File: src/rtl/branch_pc_ctrl.sv
// PC-source select for the fetch stage with a 2-bit-counter branch history table.
// Execute-stage mispredict recovery has highest priority; decode jumps and predicted branches follow.
module branch_pc_ctrl #(
  parameter int unsigned IDX_W = 4,
  parameter int unsigned CNT_W = 16
) (
  input  logic             clk,
  input  logic             rst,
  input  logic             stall,
  input  logic             id_valid,
  input  logic             id_is_jump,
  input  logic             id_is_branch,
  input  logic [31:0]      id_pc,
  input  logic [31:0]      id_b_target,
  input  logic             ex_valid,
  input  logic             ex_is_branch,
  input  logic             ex_taken,
  input  logic             ex_pred_taken,
  input  logic [31:0]      ex_pc,
  input  logic [31:0]      ex_b_target,
  output logic [1:0]       pc_src,
  output logic [31:0]      b_addr,
  output logic             id_pred_taken,
  output logic             flush,
  output logic [CNT_W-1:0] branch_cnt,
  output logic [CNT_W-1:0] mispred_cnt
);

  localparam int unsigned Entries = 2 ** IDX_W;

  typedef enum logic {StNormal, StRecover} state_e;

  state_e           state_q, state_d;
  logic [1:0]       bht_q [Entries];
  logic [1:0]       bht_d [Entries];
  logic [CNT_W-1:0] branch_cnt_q, branch_cnt_d;
  logic [CNT_W-1:0] mispred_cnt_q, mispred_cnt_d;

  logic [IDX_W-1:0] id_idx, ex_idx;
  logic             ex_resolve, mispred, pred_raw;
  logic [31:0]      rec_addr;
  logic             unused_id_pc_bits;

  assign id_idx            = id_pc[IDX_W+1:2];
  assign ex_idx            = ex_pc[IDX_W+1:2];
  assign unused_id_pc_bits = ^{id_pc[31:IDX_W+2], id_pc[1:0]};

  assign ex_resolve = ex_valid & ex_is_branch;
  assign mispred    = ex_resolve & (ex_taken != ex_pred_taken);
  assign rec_addr   = ex_taken ? ex_b_target : ex_pc + 32'd4;
  assign pred_raw   = id_valid & id_is_branch & bht_q[id_idx][1];

  // Output select; decode-side choices are suppressed while the squashed slot sits in decode.
  always_comb begin
    pc_src        = 2'b00;
    b_addr        = id_b_target;
    flush         = 1'b0;
    id_pred_taken = pred_raw;
    if (rst) begin
      b_addr        = 32'd0;
      id_pred_taken = 1'b0;
    end else if (mispred) begin
      pc_src = 2'b10;
      b_addr = rec_addr;
      flush  = 1'b1;
    end else if (state_q == StNormal && !stall) begin
      if (id_valid && id_is_jump) begin
        pc_src = 2'b01;
      end else if (pred_raw) begin
        pc_src = 2'b10;
      end
    end
  end

  always_comb begin
    state_d       = mispred ? StRecover : StNormal;
    bht_d         = bht_q;
    branch_cnt_d  = branch_cnt_q;
    mispred_cnt_d = mispred_cnt_q;
    if (ex_resolve) begin
      if (ex_taken && bht_q[ex_idx] != 2'b11) begin
        bht_d[ex_idx] = bht_q[ex_idx] + 2'b01;
      end else if (!ex_taken && bht_q[ex_idx] != 2'b00) begin
        bht_d[ex_idx] = bht_q[ex_idx] - 2'b01;
      end
      if (branch_cnt_q != {CNT_W{1'b1}}) begin
        branch_cnt_d = branch_cnt_q + {{(CNT_W-1){1'b0}}, 1'b1};
      end
    end
    if (mispred && mispred_cnt_q != {CNT_W{1'b1}}) begin
      mispred_cnt_d = mispred_cnt_q + {{(CNT_W-1){1'b0}}, 1'b1};
    end
  end

  always_ff @(posedge clk) begin
    if (rst) begin
      state_q       <= StNormal;
      bht_q         <= '{default: 2'b01};
      branch_cnt_q  <= '0;
      mispred_cnt_q <= '0;
    end else begin
      state_q       <= state_d;
      bht_q         <= bht_d;
      branch_cnt_q  <= branch_cnt_d;
      mispred_cnt_q <= mispred_cnt_d;
    end
  end

  assign branch_cnt  = branch_cnt_q;
  assign mispred_cnt = mispred_cnt_q;

endmodule

File: config.mk
export PLATFORM = sky130hd
export DESIGN_NAME = branch_pc_ctrl
export DESIGN_NICKNAME = d
export VERILOG_FILES = /design/src/rtl/branch_pc_ctrl.sv
export SDC_FILE = /design/constraint.sdc
export NUM_CORES = 1
export LEC_CHECK = 0
export CAP_MARGIN = 10
export CELL_PAD_IN_SITES_DETAIL_PLACEMENT = 0
export CELL_PAD_IN_SITES_GLOBAL_PLACEMENT = 2
export CORE_ASPECT_RATIO = 0.9
export CORE_MARGIN = 2
export CORE_UTILIZATION = 21
export DETAILED_ROUTE_END_ITERATION = 6
export GPL_TIMING_DRIVEN = 1
export PLACE_DENSITY = 0.78
export SYNTH_ARGS = -nofsm -noshare
export SYNTH_HDL_FRONTEND = slang
export SYNTH_SLANG_ARGS = --single-unit
File: constraint.sdc
create_clock -name clk -period 3.6 [get_ports clk]
set_input_delay 0.9 -clock clk [delete_from_list [all_inputs] [get_ports clk]]
set_output_delay 0.9 -clock clk [all_outputs]
set_load 0.03 [all_outputs]
Word level (Yosys, flattened, before mapping)
Index checks and enable logic that the tools add are counted.
{ "word_totals": {"inputBits": 138, "n_memories": 0, "mem_bits_ro": 0, "latchBits": 0, "out_inout_bits": 68, "ram_bits": 0, "reg_bits": 65} }
{ "op_classes": {"eq_ne": 4, "bitwise": 7, "n_lt_le_gt_ge": 3, "mux": 23, "shifts": 0, "add_sub_neg": 5, "multipliers": 0, "n_reduce_logical": 12, "div_mod_pow": 0} }
{ "op_table": {"columns": ["cell", "n"], "rows": [
  ["$mux W32", 5],
  ["$bwmux W32", 2],
  ["$add A16 B1 Y16 const B", 2],
  ["$add A32 B3 Y32 const B", 1],
  ["$ne A16 B16 Y1 const B", 2],
  ["$mux W2", 10],
  ["$bmux W2 S4", 2],
  ["$ge A5 B5 Y1 const B", 2],
  ["$not A4 Y5", 2],
  ["$demux W2 S4", 1],
  ["$logic_and A1 B1 Y1", 6],
  ["$lt A5 B1 Y1 const B", 1],
  ["$and A1 B1 Y1", 4],
  ["$reduce_and A2 Y1", 2],
  ["$reduce_bool A2 Y1", 2],
  ["$mux W1", 3],
  ["$add A2 B1 Y2 const B", 1],
  ["$logic_not A1 Y1", 2],
  ["$ne A2 B2 Y1 const B", 1],
  ["$sub A2 B1 Y2 const B", 1],
  ["$ne A1 B1 Y1", 1],
  ["$not A1 Y1", 1]
]} }

Logic depth before layout (Yosys ltp)
Gate-level depths: netlist (run 1).
{ "depth": {"ltp_word": 10, "depth_mapped": 10, "depth_no_buf": 9} }

Worst setup path before layout (run 1)
No wires, ideal clock.
{ "synth_path": {"path_type": "input to output", "startpoint": "in ex_pc[2]", "endpoint": "out b_addr[16]", "required_ps": 2700, "stages": 6, "arrival_ps": 3049, "slack_ps": -349, "path_cell_list": "ha_1 -> nand3_1 -> nor4_2 -> a31o_2 -> a21oi_1 -> o41ai_1"} }
{ "synth_via": {"elab_chain_len": 4} }
{ "synth_lines": {"columns": ["item", "line", "source"], "rows": [
  ["start, declared", "19", "input logic [31:0] ex_pc,"],
  ["$add A32 B3 Y32", "50", "assign rec_addr = ex_taken ? ex_b_target : ex_pc + 32'd4;"],
  ["$mux W32", "50", null],
  ["$mux W32", "62", "end else if (mispred) begin"],
  ["$mux W32", "59", "if (rst) begin"],
  ["end, declared", "22", "output logic [31:0] b_addr,"]
]} }
Every way passes these cells.

Final worst setup path (run 1)
{ "layout_path": {"startpoint": "in ex_pc[24]", "endpoint": "out b_addr[30]"} }
Same word-level chain as after synthesis.

==> results of run 1 <==
==> worst register-to-register path, delay by kind of cell, from the launching register on <==
family | cells | cell delay, ps
flops | 1 | 310
simple gates | 2 | 320
buf+inv | 1 | 190
mux | 3 | 1300
fa+ha+maj | 1 | 220
compound gates | 1 | 330
==> cells by family (layout without fill, tap and decap cells) <==
family / after synthesis / after routing
xor gates and xnor gates: 50 / 50
muxes: 32 / 32
adders and majority gates: 8 / 8
DFF: 65 / 65
buffers and inverters: 43 / 308
AOI/OAI and AO/OA: 119 / 119
and+or+nand+nor: 282 / 282
==> how the worst max path moves through the flow <==
| stage | start | endpoint | slack, ps |
|---|---|---|---|
| finish | ex_pc[24] | b_addr[30] | 70 |
| global route | ex_pc[14] | b_addr[26] | 2 |
| CTS | ex_pc[20] | b_addr[26] | 0.7 |
| detailed placement | ex_pc[2] | register | -540 |
| global placement | ex_pc[2] | register | -510 |
| floorplan | ex_pc[2] | register | -50 |
==> final cells by class <==
cell class	count	area (um2)	share of cell area [%]
Timing Repair Buffer	282	2570	32.2
Clock inverter	4	53.8	0.673
Multi-Input combinational cell	491	3430	42.9
Tap cell	291	364	4.56
Clock buffer	12	236	2.96
Inverter	10	37.5	0.470
Sequential cell	65	1300	16.3
==> layer usage <==
metal  wire, um  part of all wire [%]  vias to the layer above
met5         13                 0.070                        -
met4        170                  0.92                        2
met3       1030                   5.6                       16
met2       8580                    46                      138
met1       8730                    47                     2469
li1           -                     -                     2723
==> synth_stat cells (2+ instances only) <==
cell type  instances
a32oi_1            2
a22oi_1            2
ha_1               8
buf_4              2
or3_1              8
buf_2              6
or2_2              2
dfxtp_1           65
nor2b_1            4
nand2_1           53
nand3b_1           3
o211ai_1           6
nand2b_1           4
xor2_1            14
o21ai_0           20
nor4_1             9
nand4_1           16
a211oi_1          11
nor3_1            18
nor3b_1           10
mux4_2            10
and2_1             3
clkbuf_1          25
a31oi_1            6
mux2i_1           21
a311oi_1           2
a21boi_0           2
nand3_1           43
a211o_1           18
inv_1             10
and3_1            18
and4_1             4
nor2_1            77
nor4_2             2
xnor2_1           36
a21oi_1           40
nor4b_1            2
o22ai_1            5
==> metrics by stage <==
step	power (mW)	cell area (um2)
6_report	2.13	7990
5_1_grt	2.23	7990
4_1_cts	2.16	7900
3_5_place_dp	1.27	7440
3_3_place_gp	1.27	7440
2_1_floorplan	0.963	4680
==> power breakdown <==
| group | total [mW] | internal [mW] | leakage [nW] | switching (mW) |
|---|---|---|---|---|
| clock network | 0.866 | 0.538 | 0.133 | 0.328 |
| registers | 0.733 | 0.726 | 0.525 | 0.00647 |
| logic | 0.532 | 0.270 | 2.40 | 0.262 |
==> timing repair <==
| item | CTS | global route |
|---|---|---|
| buffers inserted | 2 | 1 |
| setup endpoints to repair | 60 | 54 |
| pin swaps | 14 | 3 |
| gates resized for setup | 55 | 26 |
| gates cloned | 0 | 0 |
==> impl_results.md, run 1 <==
- Status: complete, no violations
- Slowest CP cell: clkdlybuf4s50_1
- CTS Hold Bufs: 0
- Count of final setup violators: 0
- Area Growth Syn to Fin: 71.2%
- Most frequent cells in the layout: 128 x buf_4, 116 x clkdlybuf4s50_1, 75 x nor2_1
- Core area: 0.0217 mm2
- Die height: 145 um
- Worst EP required: 2700 ps
- Per-cell routed wire length: 16.0 um
- Yosys top cell area share: 27.9%
- Final ANT Viol Nets: 0
- Syn Area/Cell: 7.79 um2
- Post-synthesis net count: 745
- Routing usage on met2: 25.8%
- Initial antenna violation count: 2
- DP Worst Slack: -540 ps
- Root Driver: clkbuf_16
- Setup_tns: 0 ps
- Complex-gate fraction of the synthesized area: 16.4%
- Largest cells by area after synthesis: dfxtp_1 28%, xnor2_1 6.8%, nor2_1 6.2%
- Residual DRC: 0
- Vias in the first global route: 5298
- Static Leak: 3.06 nW
- Clock tree sinks: 65
- Slew HR: 43.9%
- Diode count: 0
- Layout Nets: 1005
- Pwr Density: 267 mW/mm2
- FFs w/ async S/R, synth: 0%
- Startpoint Class: input pin
- Worst r2r path cells: 8
- Achievable Freq: 0.284 GHz
- XOR/XNOR Fraction of Synth Area: 9.38%
- Max Cap Viol: 0
- Number of fill cells: 2292
- Fin. Hold Viols: 0
- Number of enable flip-flop cells after synthesis: 0
- Largest area contributor in the netlist: dfxtp_1
- Worst Path Arrival: 2630 ps
- Critical path cell sequence: clkdlybuf4s50_1 -> and4_1 -> nand3_1 -> o31a_1 -> o21ai_2 -> a31oi_1 -> buf_4
- First-pass GRT wire length: 29000 um
- Post-Synth Adder-Cell Area: 2.14%
- Setup Skew: 9.54 ps
- Initial core utilization: 21.5%
- Gr busiest metal: met2
- Post-synthesis mux area share: 9.57%
- Total grt overflow: 0
- Min-Delay Path Depth: 1
- Clk pin slew, worst setup/hold paths: 60 ps
- Reg2Reg Setup Slack: 830 ps
- Max-slew violation count: 0
- Clock buffer count from CTS: 9
- Synth Warn #: 0
- CP Buf/Inv Count: 2
- Fin cells: 1155
- Crit Path Max Fanout: 3
- Row cnt: 51
- Share of post-route cells with drive strength above 1: 23.7%
- Worst Max-Slew Pin Slew: 835 ps
- RSZ-0062 raised after global routing: false
- Die Wd: 161 um
- H-tree depth: 3
- Synth Flop Type: dfxtp_1
- Final Core Density: 36.8%
- Worst hold-check path type: register to register
- Iter 0 DRT Violations: 197
- Final period demand of the worst path: 3530 ps
- Register area share after synthesis: 27.9%
- Clk Latency, worst-skew pair: 340 ps
- Max IR drop VDD: 0.232 mV
- Synth Area in Simple Gates: 30.9%
- IO Port Bufs: 177
- Synth cell types: 50
- Clock tree buffer depth: 2
- Kind of critical path: input pin to output pin
- Via/cell ratio: 4.63
- Grt met1 use: 20.7%
- Vias post-DR: 5348
- Largest net degree at the start of global routing: 37
- Mapped Area: 0.00467 mm2
- Fin Hold WS: 460 ps
- Most common cell after layout, fill and taps aside: buf_4
- Placed Cells: 1136
- PnR worst setup slack: 74.1 ps
- RD Place Congestion: 0.816
- Largest family of logic cells by synthesized area: simple AND/OR/NAND/NOR gates
- Endpoint class of the critical path: output pin
- Hpwl dp: 14300 um
- Tcrit/Tclk final: 97.9%
- Synth Instances: 599
- CTS tree: done
- Global routing usage on met3: 3.73%
- I/O pin cnt: 206
- WP depth: 7
- #FFs+latches synth: 65
- Post-Route WL: 18500 um
- Worst path top cell family by delay: buffers and inverters
- 1st-pass router iterations: 4
- Die area: 0.0234 mm2
- Worst path max stage delay: 500 ps
- Gr usage total: 15.6%
No activity file was read; power rests on OpenSTA's default activity.
==> inputs of run 2 (changes only) <==
Settings changed: CORE_ASPECT_RATIO 0.9 to 1.25.
==> run 2 against run 1 <==
Highest routed layer unchanged; utilization down 1.0 points; total power up 7.2%; final area decreased by 1.1%; critical path type unchanged; worst setup slack improved by 7.8 ps; sequential share of layout area rose by 0.18 points; sequential power hardly changed; global-route usage hardly changed; largest power group unchanged; register-to-register slack barely moved; clock power up 19%.
==> impl_results.md, run 2 (synthesis results as in run 1) <==
- Setup Skew: 10.4 ps
- CTS tree: done
- Placed Cells: 1124
- Initial antenna violation count: 4
- Max-slew violation count: 0
- Most common cell on crit path: buf_6
- Most common cell after layout, fill and taps aside: buf_4
- Count of final setup violators: 0
- Fin cells: 1150
- RD Place Congestion: 0.785
- H-tree depth: 3
- Die height: 171 um
- Max Cap Viol: 0
- Vias post-DR: 5383
- Static Leak: 3.02 nW
- Residual DRC: 0
- Slowest CP cell: clkdlybuf4s50_1
- Fin Hold WS: 461 ps
- Critical path cell sequence: clkdlybuf4s50_1 -> and2_4 -> nand2_1 -> buf_6 -> buf_6 -> nor2_2 -> buf_4 -> and3_1 -> a211o_1 -> buf_6
- Core area: 0.0221 mm2
- Clock buffer count from CTS: 9
- Vias in the first global route: 5321
- Endpoint class of the critical path: output pin
- Max IR drop VDD: 0.239 mV
- Pwr Density: 289 mW/mm2
- Share of post-route cells with drive strength above 1: 23.0%
- Final ANT Viol Nets: 0
- Clock tree buffer depth: 2
- Hpwl dp: 14600 um
- Status: complete, no violations
- Area Growth Syn to Fin: 69.4%
- Kind of critical path: input pin to output pin
- Final period demand of the worst path: 3520 ps
- Worst Path Arrival: 2620 ps
- Root Driver: clkbuf_16
- Achievable Freq: 0.284 GHz
- Initial core utilization: 21.2%
- Crit Path Max Fanout: 4
- RSZ-0062 raised after global routing: false
- Startpoint Class: input pin
- 1st-pass router iterations: 6
- I/O pin cnt: 206
- Worst EP required: 2700 ps
- First-pass GRT wire length: 28400 um
- Total grt overflow: 0
- Worst Max-Slew Pin Slew: 876 ps
- Die Wd: 137 um
- Per-cell routed wire length: 16.3 um
- Clock tree sinks: 65
- Die area: 0.0234 mm2
- Fin. Hold Viols: 0
- Post-Route WL: 18700 um
- Clk Latency, worst-skew pair: 330 ps
- Iter 0 DRT Violations: 211
- Slew HR: 41.2%
- Tcrit/Tclk final: 97.7%
- Row cnt: 61
- Largest net degree at the start of global routing: 57
- Via/cell ratio: 4.68
- Gr usage total: 15.5%
- Clk pin slew, worst setup/hold paths: 50 ps
- Most frequent cells in the layout: 127 x buf_4, 115 x clkdlybuf4s50_1, 75 x nor2_1
- Worst hold-check path type: register to register
- Layout Nets: 1005
- Worst path max stage delay: 430 ps
- IO Port Bufs: 177
- Setup_tns: 0 ps
## run 2: cell count changes in the layout (fill, tap and decap cells not counted), moves of 3 or more
cell            previous run  this run
diode_2                    0         3
nor3b_2                    3         0
nor3b_1                    7        10
dlygate4sd2_1             14        18
mux2i_1                   18        21
dlymetal6s2s_1             5         2
## run 2: final timing paths
kind                                   start    endpoint  slack (ps)  cells after the start
worst max register to register      bht_q[3]    register         820                      8
worst max-delay path            ex_is_branch  b_addr[25]          80                     10
worst min-delay path                register    register         460                      1
worst min register to register      register    register         460                      1
## run 2: routing by layer
layer	vias to the layer above	global-route usage (%)	share of wire, %
li1	2713	-	-
met1	2523	18.0	41
met2	129	28.7	51
met3	16	3.32	6.7
met4	2	3.59	1.4
met5	-	0	0.069
## run 2: layout make-up
type | count | area, um2
multi-input cells | 491 | 3330
clock buffers | 10 | 229
clock inverters | 6 | 115
inverters | 10 | 37.5
fillers | 2362 | 14200
flip-flops and latches | 65 | 1300
repair buffers | 282 | 2530
diodes | 3 | 7.51
well taps | 283 | 354
## run 2: worst max-delay path, delay by kind of cell
kind	cells	cell delay, ps
AND/OR/NAND/NOR	4	430
buffers and inverters	5	970
AO/OA/AOI/OAI	1	300
## run 2: repair_timing
item,in CTS,in global routing
buffers inserted,8,0
pin swaps,17,6
gates resized for setup,56,18
hold endpoints to repair,0,0
setup endpoints to repair,60,35
hold buffers,0,0
## run 2: through the flow
step | total power [mW] | setup slack [ps] | area (um2) | utilization [%]
2_1_floorplan | 0.963 | -50.9 | 4680 | -
3_3_place_gp | 1.26 | -702 | 7370 | 33.4
3_5_place_dp | 1.26 | -692 | 7370 | 33.4
4_1_cts | 2.31 | 13.4 | 7880 | 35.7
5_1_grt | 2.37 | 4.34 | 7900 | 35.8
6_report | 2.28 | 81.9 | 7910 | 35.8
## run 2: where the power goes
part           internal (mW)  switching, mW
combinational          0.264          0.257
clock                  0.681          0.350
sequential             0.726        0.00648
